File: src/rtl/serial_adder.sv
// Bit-serial adder/subtractor: one full-adder stage plus a carry flop, LSB first.
// A start/busy/done handshake frames each WIDTH-cycle operation.
module serial_adder #(
    parameter int unsigned WIDTH = 8
) (
    input  logic             clk,
    input  logic             rst,
    input  logic             start,
    input  logic             sub,
    input  logic [WIDTH-1:0] x,
    input  logic [WIDTH-1:0] y,
    input  logic             cin,
    output logic             busy,
    output logic             done,
    output logic [WIDTH-1:0] s,
    output logic             cout,
    output logic             ovf
);

    localparam int unsigned   CW   = (WIDTH > 1) ? $clog2(WIDTH) : 1;
    localparam logic [CW-1:0] LAST = CW'(WIDTH - 1);

    typedef enum logic [1:0] {
        IDLE,
        RUN,
        DONE
    } state_t;

    state_t          state_q, state_d;
    logic [WIDTH-1:0] a_q, a_d;
    logic [WIDTH-1:0] b_q, b_d;
    logic [WIDTH-1:0] acc_q, acc_d;
    logic [CW-1:0]    cnt_q, cnt_d;
    logic             carry_q, carry_d;
    logic [WIDTH-1:0] s_q, s_d;
    logic             cout_q, cout_d;
    logic             ovf_q, ovf_d;

    logic sum_bit;
    logic carry_out;

    assign sum_bit   = a_q[0] ^ b_q[0] ^ carry_q;
    assign carry_out = (a_q[0] & b_q[0]) | (a_q[0] & carry_q) | (b_q[0] & carry_q);

    always_comb begin
        state_d = state_q;
        a_d     = a_q;
        b_d     = b_q;
        acc_d   = acc_q;
        cnt_d   = cnt_q;
        carry_d = carry_q;
        s_d     = s_q;
        cout_d  = cout_q;
        ovf_d   = ovf_q;

        case (state_q)
            IDLE, DONE: begin
                if (start) begin
                    // Subtraction is x + ~y + 1: invert b and seed the carry.
                    a_d     = x;
                    b_d     = sub ? ~y : y;
                    carry_d = sub ? 1'b1 : cin;
                    cnt_d   = '0;
                    acc_d   = '0;
                    state_d = RUN;
                end else begin
                    state_d = IDLE;
                end
            end
            RUN: begin
                a_d            = a_q >> 1;
                b_d            = b_q >> 1;
                carry_d        = carry_out;
                acc_d          = acc_q >> 1;
                acc_d[WIDTH-1] = sum_bit;
                cnt_d          = cnt_q + CW'(1);
                if (cnt_q == LAST) begin
                    s_d     = acc_d;
                    cout_d  = carry_out;
                    ovf_d   = carry_q ^ carry_out;
                    state_d = DONE;
                end
            end
            default: state_d = IDLE;
        endcase
    end

    always_ff @(posedge clk) begin
        if (rst) begin
            state_q <= IDLE;
            a_q     <= '0;
            b_q     <= '0;
            acc_q   <= '0;
            cnt_q   <= '0;
            carry_q <= 1'b0;
            s_q     <= '0;
            cout_q  <= 1'b0;
            ovf_q   <= 1'b0;
        end else begin
            state_q <= state_d;
            a_q     <= a_d;
            b_q     <= b_d;
            acc_q   <= acc_d;
            cnt_q   <= cnt_d;
            carry_q <= carry_d;
            s_q     <= s_d;
            cout_q  <= cout_d;
            ovf_q   <= ovf_d;
        end
    end

    assign busy = (state_q == RUN);
    assign done = (state_q == DONE);
    assign s    = s_q;
    assign cout = cout_q;
    assign ovf  = ovf_q;

endmodule
File: config.mk
export PLATFORM = sky130hd
export DESIGN_NAME = serial_adder
export DESIGN_NICKNAME = d
export VERILOG_FILES = /design/src/rtl/serial_adder.sv
export SDC_FILE = /design/constraint.sdc
export NUM_CORES = 1
export LEC_CHECK = 0
export CORE_MARGIN = 1
export CORE_UTILIZATION = 50
export CTS_CLUSTER_SIZE = 40
export DETAILED_ROUTE_END_ITERATION = 8
export GPL_TIMING_DRIVEN = 0
export PLACE_DENSITY = 0.78
export SYNTH_ARGS = -nofsm -noshare
export SYNTH_HDL_FRONTEND = slang
export SYNTH_SLANG_ARGS = --single-unit
File: constraint.sdc
create_clock -name clk -period 1.5 [get_ports clk]
set_input_delay 0.15 -clock clk [delete_from_list [all_inputs] [get_ports clk]]
set_output_delay 0.15 -clock clk [all_outputs]
set_load 0.03 [all_outputs]
==> impl_results.md <==
- Via/cell ratio: 5.33
- Drt initial violations: 72
- DR WL/cell: 13.4 um
- Status: completed
- Required time of the critical path: 1.35 ns
- Period utilization: 94.9%
- Synth Warn #: 0
- Core Rows: 20
- Fillers: 276
- Sequential-to-total area share from yosys stat: 48.2%
- Max VDD drop: 508 uV
- Post-Syn Area: 0.00162 mm2
- Switching Share: 27.0%
- Fin nets: 254
- Slew Viols, Final: 0
- Later-pin clock latency in the skew report: 0.35 ns
- Initial antenna violation count: 0
- Max Root-Sink Buffers: 2
- Reg area: 782 um2
- CTS Root Cell: clkbuf_4
- Worst Path Arrival: 1.27 ns
- Least-Margin Pin Slew: 0.479 ns
- Detail Route Antenna Nets: 0
- MaxCap Viol Count: 0
- Pwr Density: 931 mW/mm2
- Worst Path Class, Setup: reg -> out
- I/O Buffers: 30
- Post-DP HPWL: 2.65 mm
- Overflow after GRT: 0
- Share of post-route cells with drive strength above 1: 12.1%
- RSZ-0062 raised after global routing: false
- Worst hold slack: 0.107 ns
- Syn_nets: 212
- Critical path peak fanout: 4
- CTS sink cnt: 39
- H-tree lvl count: 2
- P_int: 0.00140 W
- DR pass1 iterations: 5
- Effective utilization at floorplan: 53.1%
- Post-synth top area cell: dfxtp_1
- Startpoint Class: flip-flop
- Vias in the first global route: 1355
- Gpl congestion: 0.806
- CTS tree: done
- Diodes inserted: 0
- Boundary Pins: 33
- Core Box Area: 0.00305 mm2
- Post-synth EDFFs: 0
- Async SR Flop Fraction: 0%
- Max-slew headroom: 68.1%
- Die area: 0.00347 mm2
- Power share of the clock group: 27.1%
- Yosys reg bits: 39
- Sequential share of power: 57.7%
- Top post-synthesis cells by area: dfxtp_1, a21oi_1, nand3_1
- Area added between synthesis and finish: 27.3%
- Leakage power: 0.806 nW
- Final WL: 3.68 mm
- Multi-input logic area: 742 um2
- First-pass GRT wire length: 5.94 mm
- Logic pwr share: 15.2%
- Worst-path clk slew: 0.11 ns
- Tmin final: 1.42 ns
- Total Routing Usage GR: 23.4%
- Synth unique cells: 25
- Fin. Hold Viols: 0
- Synth top cells by count: dfxtp_1, a21oi_1, nand2_1
- Main synth FF type: dfxtp_1
- Class of the worst hold path: in -> reg
- CTS buffer count: 5
- Die Y: 58.9 um
- Top cell type's share of synthesized area: 48.2%
- Die Width: 58.9 um
- Max Clock Freq: 703 MHz
- DRC Markers: 0
- Final setup viols: 0
- Largest net degree at the start of global routing: 12
- Worst Skew: 0.00571 ns
- Critical Path End Type: output port
- Synth Instances: 188
- Count leader, synth: dfxtp_1
- Post-placement cell count: 262
- Layout Cells excl Fill: 275
- Net switching power: 0.000519 W
- Vias: 1467
- Avg Cell Area, Syn: 8.62 um2
==> worst paths after layout <==
kind                            startpoint   end  slack (ns)  cells past startpoint
worst min register to register        s[3]  s[3]        0.46                      2
worst max register to register    cnt_q[0]  cout        0.10                      6
worst min-delay path                   rst   ovf        0.11                      2
worst max-delay path            state_q[1]  done        0.08                      2
==> flip-flops by register name, indices dropped and copies added, names as in the netlist, 2 cells and up <==
signal	flops
state_q	2
s	8
acc_q	7
b_q	8
cnt_q	3
a_q	8
==> critical path: stages (launching register included) <==
cell           delay [ns]
dfxtp_1              0.37
nor2b_1              0.15
dlygate4sd2_1        0.41
==> routing by layer <==
metal | GRT usage [%] | vias up | wire length, um
met3 | 4.62 | 3 | 181
met2 | 43.7 | 42 | 2000
met5 | 0 | - | 0
li1 | - | 736 | -
met4 | 9.86 | 0 | 11
met1 | 25.4 | 686 | 1490
==> cell type report <==
cell class	count	share of cell area (%)
clock inverter	1	0.243
timing repair buffer	35	15.6
sequential	39	37.9
multi-input combinational	132	36.0
inverter	1	0.182
clock buffer	7	2.18
buffer	16	5.22
tap	44	2.67
==> cell usage in the layout (no fill, tap or decap), types with 2 or more instances in the layout <==
| cell type | netlist | final |
|---|---|---|
| a21oi_1 | 35 | 35 |
| a22oi_1 | 14 | 14 |
| buf_2 | 6 | 4 |
| buf_4 | 4 | 10 |
| buf_6 | 2 | 3 |
| clkbuf_1 | 2 | 4 |
| clkbuf_4 | 0 | 6 |
| clkdlybuf4s50_1 | 0 | 18 |
| dfxtp_1 | 39 | 38 |
| dlygate4sd2_1 | 0 | 11 |
| ha_1 | 2 | 2 |
| nand2_1 | 30 | 30 |
| nand2b_1 | 3 | 3 |
| nand3_1 | 27 | 27 |
| nor2_1 | 3 | 3 |
| nor2b_1 | 2 | 2 |
| xor2_1 | 8 | 8 |
==> power groups by stage <==
stage / clock, W / combinational (W) / sequential [W]
6_report: 0.000521 / 0.000292 / 0.00111
5_1_grt: 0.000564 / 0.000321 / 0.00111
4_1_cts: 0.000524 / 0.000281 / 0.00111
3_5_place_dp: 0 / 0.000278 / 0.00113
3_3_place_gp: 0 / 0.000268 / 0.00113
2_1_floorplan: 0 / 0.000180 / 0.00112
==> repair_timing <==
action | in CTS | in global routing
hold buffers | 0 | 0
pin swaps | 0 | 1
endpoints found under the setup margin | 12 | 11
gates resized for setup | 20 | 2
buffers inserted | 0 | 5
==> kinds of logic (layout without fill, tap and decap cells) <==
| group | after synthesis | count (layout) | synth area share, % |
|---|---|---|---|
| buffers and inverters | 17 | 60 | 6.33 |
| XOR/XNOR | 9 | 9 | 4.87 |
| adder cells (fa/ha/maj) | 3 | 3 | 2.78 |
| flip-flops | 39 | 39 | 48.2 |
| AND/OR/NAND/NOR | 67 | 67 | 18.9 |
| AO/OA/AOI/OAI | 53 | 53 | 18.9 |
==> per-stage QoR <==
| stage | util, % | cell area, um2 | power (W) | TNS (ns) | setup WS [ns] |
|---|---|---|---|---|---|
| final | 67.5 | 2060 | 0.00192 | 0 | 0.0771 |
| after global routing | 67.5 | 2060 | 0.00200 | 0 | 0.00479 |
| after CTS | 66.1 | 2020 | 0.00191 | 0 | 0.0238 |
| after detailed placement | 64.7 | 1980 | 0.00141 | -0.204 | -0.201 |
| after global placement | 64.7 | 1980 | 0.00139 | -0.187 | -0.187 |
| after floorplan | - | 1620 | 0.00130 | 0 | 0.229 |
No activity file was read; power rests on OpenSTA's default activity.
